## config.mk

```make
export PLATFORM = sky130hd
export DESIGN_NAME = isdu_lc3
export DESIGN_NICKNAME = d
export VERILOG_FILES = /design/src/rtl/lc3_pkg.sv /design/src/rtl/isdu_lc3.sv
export SDC_FILE = /design/constraint.sdc
export NUM_CORES = 1
export LEC_CHECK = 0
export BUFFER_PORTS_ARGS = -buffer_cell sky130_fd_sc_hd__buf_2
export CORE_MARGIN = 5
export CORE_UTILIZATION = 30
export CTS_BUF_LIST = sky130_fd_sc_hd__clkbuf_4 sky130_fd_sc_hd__clkbuf_8
export CTS_CLUSTER_DIAMETER = 60
export DETAILED_ROUTE_END_ITERATION = 7
export REMOVE_ABC_BUFFERS = 1
export SLEW_MARGIN = 25
export SYNTH_ARGS = -nofsm -noshare
export SYNTH_HDL_FRONTEND = slang
export SYNTH_SLANG_ARGS = --single-unit
```

## constraint.sdc

```tcl
create_clock -name Clk -period 1.9 [get_ports Clk]
set_input_delay 0.19 -clock Clk [delete_from_list [all_inputs] [get_ports Clk]]
set_output_delay 0.19 -clock Clk [all_outputs]
set_load 0.1 [all_outputs]
```

## src/rtl/lc3_pkg.sv

```systemverilog
// Shared types and encodings for the LC-3 instruction sequencer: state names,
// opcode values and the mux/ALU select codes driven into the datapath.
package lc3_pkg;

  typedef enum logic [4:0] {
    HALTED, S_18, S_33, S_35, S_32,
    S_01, S_05, S_09, S_00, S_22, S_12,
    S_04, S_21, S_20,
    S_06, S_25, S_27, S_07, S_23, S_16,
    PAUSE_IR1, PAUSE_IR2
  } state_t;

  localparam logic [3:0] OP_BR            = 4'b0000;
  localparam logic [3:0] OP_ADD           = 4'b0001;
  localparam logic [3:0] OP_JSR           = 4'b0100;
  localparam logic [3:0] OP_AND           = 4'b0101;
  localparam logic [3:0] OP_LDR           = 4'b0110;
  localparam logic [3:0] OP_STR           = 4'b0111;
  localparam logic [3:0] OP_NOT           = 4'b1001;
  localparam logic [3:0] OP_JMP           = 4'b1100;
  localparam logic [3:0] OP_PAUSE_DEFAULT = 4'b1101;

  localparam logic [1:0] PCMUX_INC   = 2'b00;
  localparam logic [1:0] PCMUX_BUS   = 2'b01;
  localparam logic [1:0] PCMUX_ADDER = 2'b10;

  localparam logic [1:0] ADDR2_ZERO  = 2'b00;
  localparam logic [1:0] ADDR2_OFF6  = 2'b01;
  localparam logic [1:0] ADDR2_OFF9  = 2'b10;
  localparam logic [1:0] ADDR2_OFF11 = 2'b11;

  localparam logic [1:0] ALUK_ADD   = 2'b00;
  localparam logic [1:0] ALUK_AND   = 2'b01;
  localparam logic [1:0] ALUK_NOT   = 2'b10;
  localparam logic [1:0] ALUK_PASSA = 2'b11;

  // States that hold a memory strobe for a counted number of cycles.
  function automatic logic is_mem_wait(input state_t s);
    return (s == S_33) || (s == S_25) || (s == S_16);
  endfunction

endpackage

```

## src/rtl/isdu_lc3.sv

```systemverilog
// LC-3 instruction sequence and decode unit: Moore FSM producing every load,
// bus-gate, mux-select and memory-strobe control for the datapath.
module isdu_lc3
  import lc3_pkg::*;
#(
  parameter int unsigned MEM_WAIT_CYCLES = 3,
  parameter logic [3:0]  OP_PAUSE        = OP_PAUSE_DEFAULT
) (
  input  logic       Clk,
  input  logic       Reset,
  input  logic       Run,
  input  logic       Continue,
  input  logic [3:0] Opcode,
  input  logic       IR_5,
  input  logic       IR_11,
  input  logic       BEN,
  output logic       LD_MAR,
  output logic       LD_MDR,
  output logic       LD_IR,
  output logic       LD_BEN,
  output logic       LD_CC,
  output logic       LD_REG,
  output logic       LD_PC,
  output logic       LD_LED,
  output logic       GatePC,
  output logic       GateMDR,
  output logic       GateALU,
  output logic       GateMARMUX,
  output logic [1:0] PCMUX,
  output logic       DRMUX,
  output logic       SR1MUX,
  output logic       SR2MUX,
  output logic       ADDR1MUX,
  output logic [1:0] ADDR2MUX,
  output logic [1:0] ALUK,
  output logic       Mem_OE,
  output logic       Mem_WE
);

  localparam logic [2:0] WAIT_LAST = 3'(MEM_WAIT_CYCLES - 1);

  state_t     state_reg, state_next;
  logic [2:0] wait_cnt_reg, wait_cnt_next;
  logic       wait_done;

  assign wait_done = (wait_cnt_reg == 3'd0);

  always_ff @(posedge Clk) begin
    if (Reset) begin
      state_reg    <= HALTED;
      wait_cnt_reg <= 3'd0;
    end else begin
      state_reg    <= state_next;
      wait_cnt_reg <= wait_cnt_next;
    end
  end

  always_comb begin
    state_next = state_reg;
    case (state_reg)
      HALTED:    if (Run) state_next = S_18;
      S_18:      state_next = S_33;
      S_33:      if (wait_done) state_next = S_35;
      S_35:      state_next = S_32;
      S_32: begin
        if (Opcode == OP_PAUSE) begin
          state_next = PAUSE_IR1;
        end else begin
          case (Opcode)
            OP_ADD:  state_next = S_01;
            OP_AND:  state_next = S_05;
            OP_NOT:  state_next = S_09;
            OP_BR:   state_next = S_00;
            OP_JMP:  state_next = S_12;
            OP_JSR:  state_next = S_04;
            OP_LDR:  state_next = S_06;
            OP_STR:  state_next = S_07;
            default: state_next = S_18;
          endcase
        end
      end
      S_00:      state_next = BEN ? S_22 : S_18;
      S_04:      state_next = IR_11 ? S_21 : S_20;
      S_06:      state_next = S_25;
      S_25:      if (wait_done) state_next = S_27;
      S_07:      state_next = S_23;
      S_23:      state_next = S_16;
      S_16:      if (wait_done) state_next = S_18;
      // Two pause states make each Continue press advance exactly once.
      PAUSE_IR1: if (Continue) state_next = PAUSE_IR2;
      PAUSE_IR2: if (!Continue) state_next = S_18;
      S_01, S_05, S_09, S_22, S_12, S_21, S_20, S_27: state_next = S_18;
      default:   state_next = HALTED;
    endcase
  end

  // Counter reloads whenever a memory-wait state is entered and counts down to zero.
  always_comb begin
    wait_cnt_next = wait_cnt_reg;
    if (is_mem_wait(state_next) && (state_next != state_reg))
      wait_cnt_next = WAIT_LAST;
    else if (is_mem_wait(state_reg) && !wait_done)
      wait_cnt_next = wait_cnt_reg - 3'd1;
  end

  assign SR2MUX = IR_5;

  always_comb begin
    LD_MAR = 1'b0; LD_MDR = 1'b0; LD_IR  = 1'b0; LD_BEN = 1'b0;
    LD_CC  = 1'b0; LD_REG = 1'b0; LD_PC  = 1'b0; LD_LED = 1'b0;
    GatePC = 1'b0; GateMDR = 1'b0; GateALU = 1'b0; GateMARMUX = 1'b0;
    PCMUX  = PCMUX_INC; DRMUX = 1'b0; SR1MUX = 1'b0; ADDR1MUX = 1'b0;
    ADDR2MUX = ADDR2_ZERO; ALUK = ALUK_ADD;
    Mem_OE = 1'b1; Mem_WE = 1'b1;
    case (state_reg)
      S_18: begin GatePC = 1'b1; LD_MAR = 1'b1; PCMUX = PCMUX_INC; LD_PC = 1'b1; end
      S_33, S_25: begin Mem_OE = 1'b0; LD_MDR = 1'b1; end
      S_35: begin GateMDR = 1'b1; LD_IR = 1'b1; end
      S_32: LD_BEN = 1'b1;
      S_01, S_05, S_09: begin
        SR1MUX = 1'b1; GateALU = 1'b1; LD_REG = 1'b1; LD_CC = 1'b1;
        ALUK = (state_reg == S_01) ? ALUK_ADD :
               (state_reg == S_05) ? ALUK_AND : ALUK_NOT;
      end
      S_22: begin ADDR1MUX = 1'b0; ADDR2MUX = ADDR2_OFF9; PCMUX = PCMUX_ADDER; LD_PC = 1'b1; end
      S_12, S_20: begin
        SR1MUX = 1'b1; ALUK = ALUK_PASSA; GateALU = 1'b1; PCMUX = PCMUX_BUS; LD_PC = 1'b1;
      end
      S_04: begin GatePC = 1'b1; DRMUX = 1'b1; LD_REG = 1'b1; end
      S_21: begin ADDR2MUX = ADDR2_OFF11; ADDR1MUX = 1'b0; PCMUX = PCMUX_ADDER; LD_PC = 1'b1; end
      S_06, S_07: begin ADDR1MUX = 1'b1; ADDR2MUX = ADDR2_OFF6; GateMARMUX = 1'b1; LD_MAR = 1'b1; end
      S_27: begin GateMDR = 1'b1; LD_REG = 1'b1; LD_CC = 1'b1; end
      S_23: begin SR1MUX = 1'b0; ALUK = ALUK_PASSA; GateALU = 1'b1; LD_MDR = 1'b1; end
      S_16: Mem_WE = 1'b0;
      PAUSE_IR1: LD_LED = 1'b1;
      default: ;
    endcase
  end

endmodule

```

==> results of run 1 <==
-- worst max-delay path: stages (launching register included) --
cell       delay [ps]
dfxtp_2           310
inv_2              70
ha_4              130
ha_4              170
nor4b_1           440
o21ai_2           150
o2111ai_2         100
o211a_1           230
nor4_4             60
o31a_1            300
-- layout by cell type (no fill, tap or decap), types with 3 or more instances in the layout --
cell type and n:
ha_4 3, inv_2 6, nor2_2 4, a21oi_1 7, nand3b_1 3, nand2_4 3
nand3_1 5, o21ai_2 4, nor2_1 13, nand2_1 11, nor4_2 3, buf_2 10
nand2b_4 3, nor2_4 4, buf_12 22, ha_1 4, buf_4 45, buf_6 11
clkbuf_8 3, o21ai_0 6, inv_1 6, nand2b_1 3, o21ai_1 4, nand2_2 3
dfxtp_2 6, a21oi_2 4
-- metal layers --
layer | global-route usage [%] | vias up | share of wire [%]
met5 | 0 | - | 0
met4 | 3.915 | 0 | 3.0
met3 | 2.719 | 14 | 4.6
met2 | 26.20 | 43 | 54
met1 | 17.95 | 803 | 38
li1 | - | 826 | -
-- power breakdown --
group | switching (mW) | internal (mW) | total [mW]
registers | 0.0242 | 0.205 | 0.229
logic | 0.953 | 0.811 | 1.76
clock network | 0.0587 | 0.136 | 0.195
total | 1.04 | 1.15 | 2.19
-- final timing paths --
path	to	slack [ps]	depth (start not counted)
max	wait_cnt_reg[1]$_SDFFE_PP0P_	-170	9
min	state_reg[3]$_SDFF_PP0_	240	2
min reg2reg	wait_cnt_reg[1]$_SDFFE_PP0P_	580	3
max reg2reg	wait_cnt_reg[1]$_SDFFE_PP0P_	-170	9
-- cells by family after synthesis --
kind of cell               Yosys count  share of synthesized area (%)
buffers and inverters               29                          11.77
adders and majority gates            7                          6.698
and+or+nand+nor                     95                          42.49
AOI/OAI and AO/OA                   45                          23.35
muxes                                1                         0.7656
DFF                                  8                          12.25
xor gates and xnor gates             4                          2.680
-- layout make-up --
cell class / count / share of cell area, %
Sequential cell: 8 / 6.267
Multi-Input combinational cell: 152 / 50.00
Inverter: 12 / 1.647
Timing Repair Buffer: 92 / 38.20
Tap cell: 52 / 2.379
Clock buffer: 3 / 1.510
-- repair_timing --
action                                  4_1_cts  5_1_grt
buffers inserted                              6        8
endpoints found under the setup margin       13       19
endpoints found under the hold margin         0        0
pin swaps                                    12       23
resized for setup                            59       60
gates cloned                                  0        1
==> flow_metrics.env, run 1 <==
export IMPL_drc=0
export IMPL_avgSynthCellArea_um2=6.918
export IMPL_syn_area_um2=1308
export IMPL_holdBufCountCts=0
export IMPL_tns_ps=-378.0
export IMPL_detailed_place_hpwl_um=3234
export IMPL_num_antenna_cells=0
export IMPL_initial_utilization_pct=30.45
export IMPL_final_core_util_pct=63.69
export IMPL_crit_start="wait_cnt_reg[0]$_SDFFE_PP0P_"
export IMPL_grt_max_degree=20
export IMPL_drive_above_1_share_pct=64.04
export IMPL_detail_route_iter0_violations=78
export IMPL_rsz0062_at_grt="true"
export IMPL_clock_sinks=8
export IMPL_cap_violations=0
export IMPL_drt_pre_antenna_iters=7
export IMPL_async_reset_ff_share_pct=0
export IMPL_num_fill_cells=344
export IMPL_cts_max_level=1
export IMPL_hold_violations=0
export IMPL_drv_slew=0
export IMPL_finalHoldWorstSlack_ps=237.0
export IMPL_r2r_start="wait_cnt_reg[0]$_SDFFE_PP0P_"
export IMPL_worst_path_max_fanout=5
export IMPL_clk_pin_slew_ps=40
export IMPL_ys_top_cells_by_count="21 x nor2_1, 17 x nand2_1, 14 x o21ai_0, 11 x a21oi_1, 10 x inv_1"
export IMPL_finalCritPeriodShare_pct=108.9
export IMPL_die_area_um2=5778
export IMPL_outcome="complete, but fails checks"
export IMPL_p_leak_nw=1.135
export IMPL_peakVddDrop_mv=0.7302
export IMPL_ios=35
export IMPL_gp_congestion=0.8576
export IMPL_nets=287
export IMPL_fin_ws_ps=-169.5
export IMPL_clock_path_buffers=2
export IMPL_routedWlPerCell_um=14.83
export IMPL_portBuffers=32
export IMPL_regArea_um2=171.4
export IMPL_end_kind="register"
export IMPL_total_power_mw=2.188
export IMPL_instances_no_fill=319
export IMPL_hold_class="in2reg"
export IMPL_ys_top_cells_by_area="dfxtp_1 12%, ha_1 6.7%, nor2_1 6.0%"
export IMPL_yosys_register_bits=8
export IMPL_skew_ps=1.390
export IMPL_synth_edf_count=0
export IMPL_fp_dieH_um=76.02
export IMPL_grt_pass1_wl_um=7258
export IMPL_post_place_cells=304
export IMPL_synth_largest_area_cell="dfxtp_1"
export IMPL_vias=1686
export IMPL_synth_top_cell_area_share_pct=12.25
export IMPL_cts_buffers=3
export IMPL_wirelength_um=4731
export IMPL_cp_data_arrival_time_ps=2180
export IMPL_clock_fmax_mhz=483.2
export IMPL_grt_overflow_total=0
export IMPL_fin_area_um2=2735
export IMPL_synth_most_common_cell="nor2_1"
export IMPL_synth_cell_types=57
export IMPL_row_count=24
export IMPL_area_delta_synth_final_pct=109.2
export IMPL_ant_nets=0
export IMPL_grt_pass1_vias=1589
export IMPL_synthCells=189
export IMPL_largest_reg_flops=5
export IMPL_setup_viol=3
export IMPL_worstMarginPinSlew_ps=501.1
export IMPL_slew_headroom_pct=66.12
export IMPL_ys_flop_type="dfxtp_1"
export IMPL_worst_setup_path_type="reg2reg"
export IMPL_worstSetupStartpointType="register"
export IMPL_fin_crit_ps=2070
export IMPL_postPlaceCellArea_um2=2115
export IMPL_worstPathRequired_ps=2010
export IMPL_grt_use_total_pct=14.74
export IMPL_pre_cts_slack_ps=-352.7
export IMPL_antenna_found_initial=0
export IMPL_cts_tree="built"
export IMPL_violations="negative setup slack"
export IMPL_die_w_um=76.02
export IMPL_core_area_um2=4294
export IMPL_ys_seq_area_share_pct=12.25
export IMPL_clock_latency_ps=220
export IMPL_yosys_warnings=0
export IMPL_cts_root_buffer="clkbuf_8"
export IMPL_multi_input_area_um2=1368
export IMPL_routed_via_density=5.285
export IMPL_min_from="Reset"
export IMPL_cellPowerDensity_nw_per_um2=800.1
Note: power is estimated with default switching activity, not from simulation.
==> run 2: changes to the inputs <==
- CORE_ASPECT_RATIO: unset -> 0.7
==> run 2 against run 1 <==
The run still ends with negative setup slack left. First-iteration DRC count is 21% higher. Flip-flop and latch count unchanged. Worst hold slack lost 5.0 ps. Final cell count is 0.63% higher. Combinational power shrank 5%. Worst setup slack improved by 1.7 ps. Critical path type unchanged. Largest cell class unchanged.
==> flow_metrics.env, run 2 (synthesis gave the netlist of run 1 again) <==
export IMPL_reg2reg_setup_slack_ps=-170
export IMPL_grt_pass1_wl_um=7762
export IMPL_portBuffers=32
export IMPL_ant_nets=0
export IMPL_cellPowerDensity_nw_per_um2=784.4
export IMPL_num_fill_cells=321
export IMPL_clock_path_buffers=2
export IMPL_wirelength_um=4858
export IMPL_crit_start="wait_cnt_reg[0]$_SDFFE_PP0P_"
export IMPL_hold_violations=0
export IMPL_ios=35
export IMPL_grt_overflow_total=0
export IMPL_setup_viol=4
export IMPL_routed_via_density=5.187
export IMPL_fin_ws_ps=-167.8
export IMPL_row_count=20
export IMPL_grt_pass1_vias=1649
export IMPL_violations="negative setup slack"
export IMPL_worst_setup_path_type="reg2reg"
export IMPL_initial_utilization_pct=30.56
export IMPL_pre_cts_slack_ps=-458.1
export IMPL_detailed_place_hpwl_um=3375
export IMPL_clock_sinks=8
export IMPL_drt_pre_antenna_iters=4
export IMPL_hold_class="in2reg"
export IMPL_worstMarginPinSlew_ps=484.6
export IMPL_grt_max_degree=20
export IMPL_cap_violations=0
export IMPL_gp_congestion=0.9266
export IMPL_largest_reg_flops=5
export IMPL_detail_route_iter0_violations=94
export IMPL_post_place_cells=305
export IMPL_core_area_um2=4279
export IMPL_final_common_cell="buf_4"
export IMPL_drive_above_1_share_pct=60.90
export IMPL_fin_crit_ps=2068
export IMPL_holdBufCountCts=0
export IMPL_outcome="complete, but fails checks"
export IMPL_drv_slew=0
export IMPL_slew_headroom_pct=67.91
export IMPL_r2r_start="wait_cnt_reg[0]$_SDFFE_PP0P_"
export IMPL_die_w_um=88.91
export IMPL_end_kind="register"
export IMPL_worst_path_max_fanout=5
export IMPL_finalHoldWorstSlack_ps=232.0
export IMPL_cts_max_level=1
export IMPL_clock_latency_ps=220
export IMPL_area_delta_synth_final_pct=103.3
export IMPL_peakVddDrop_mv=0.5085
export IMPL_routedWlPerCell_um=15.13
export IMPL_total_power_mw=2.084
export IMPL_min_from="Reset"
export IMPL_clock_fmax_mhz=483.6
export IMPL_clk_pin_slew_ps=40
export IMPL_cp_data_arrival_time_ps=2180
export IMPL_num_antenna_cells=0
export IMPL_cts_root_buffer="clkbuf_8"
export IMPL_die_area_um2=5800
export IMPL_worstPathRequired_ps=2010
export IMPL_grt_use_total_pct=16.53
export IMPL_worstSetupStartpointType="register"
export IMPL_cts_buffers=3
export IMPL_finalCritPeriodShare_pct=108.8
export IMPL_nets=286
export IMPL_fp_dieH_um=65.24
export IMPL_drc=0
export IMPL_layout_common_cells="43 x buf_4, 20 x buf_12, 16 x nor2_1"
export IMPL_vias=1665
export IMPL_p_leak_nw=1.110
export IMPL_instances_no_fill=321
export IMPL_tns_ps=-308.2
export IMPL_skew_ps=2.709
export IMPL_antenna_found_initial=0
export IMPL_cts_tree="built"
export IMPL_rsz0062_at_grt="true"
==> run 2: worst max-delay path: stages (launching register included) <==
cell	delay [ps]
dfxtp_1	300
inv_2	80
ha_4	140
ha_4	150
and4b_1	200
o21ai_2	150
o2111ai_2	140
buf_4	180
a211oi_4	250
nor4_4	60
o31a_1	290
==> run 2: final timing paths <==
check                                       to  depth (start not counted)
hold reg to reg   wait_cnt_reg[2]$_SDFFE_PP0P_                          2
setup / recovery  wait_cnt_reg[1]$_SDFFE_PP0P_                         10
setup reg to reg  wait_cnt_reg[1]$_SDFFE_PP0P_                         10
hold / removal         state_reg[4]$_SDFF_PP0_                          2
==> run 2: layout make-up <==
class	instances	area, um2	area share, %
Multi-Input combinational cell	152	1303	49.01
Timing Repair Buffer	91	1032	38.84
Sequential cell	8	167.7	6.309
Tap cell	55	68.82	2.589
Inverter	12	45.04	1.695
Clock buffer	3	41.29	1.554
==> run 2: power by group <==
part | switching, mW | total [mW] | internal, mW
sequential | 0.0206 | 0.223 | 0.202
clock | 0.0575 | 0.194 | 0.136
combinational | 0.918 | 1.67 | 0.750
==> run 2: repair_timing <==
action	4_1_cts	5_1_grt
resized for setup	46	57
setup buffers	8	6
gates cloned	0	1
pin swaps	17	23
endpoints found under the setup margin	18	20
endpoints found under the hold margin	0	0
==> run 2: metal layers <==
layer	routed length, um	vias to the layer above	global-route usage, %
met4	40	0	1.698
met3	236	4	2.005
met5	0	-	0
li1	-	826	-
met1	2252	791	23.40
met2	2328	44	27.59
==> run 2: stage by stage <==
stage,utilization (%),area (um2)
2_1_floorplan,-,1199
6_report,62.11,2658
4_1_cts,56.05,2399
3_5_place_dp,49.15,2103
3_3_place_gp,49.15,2103
5_1_grt,62.11,2658
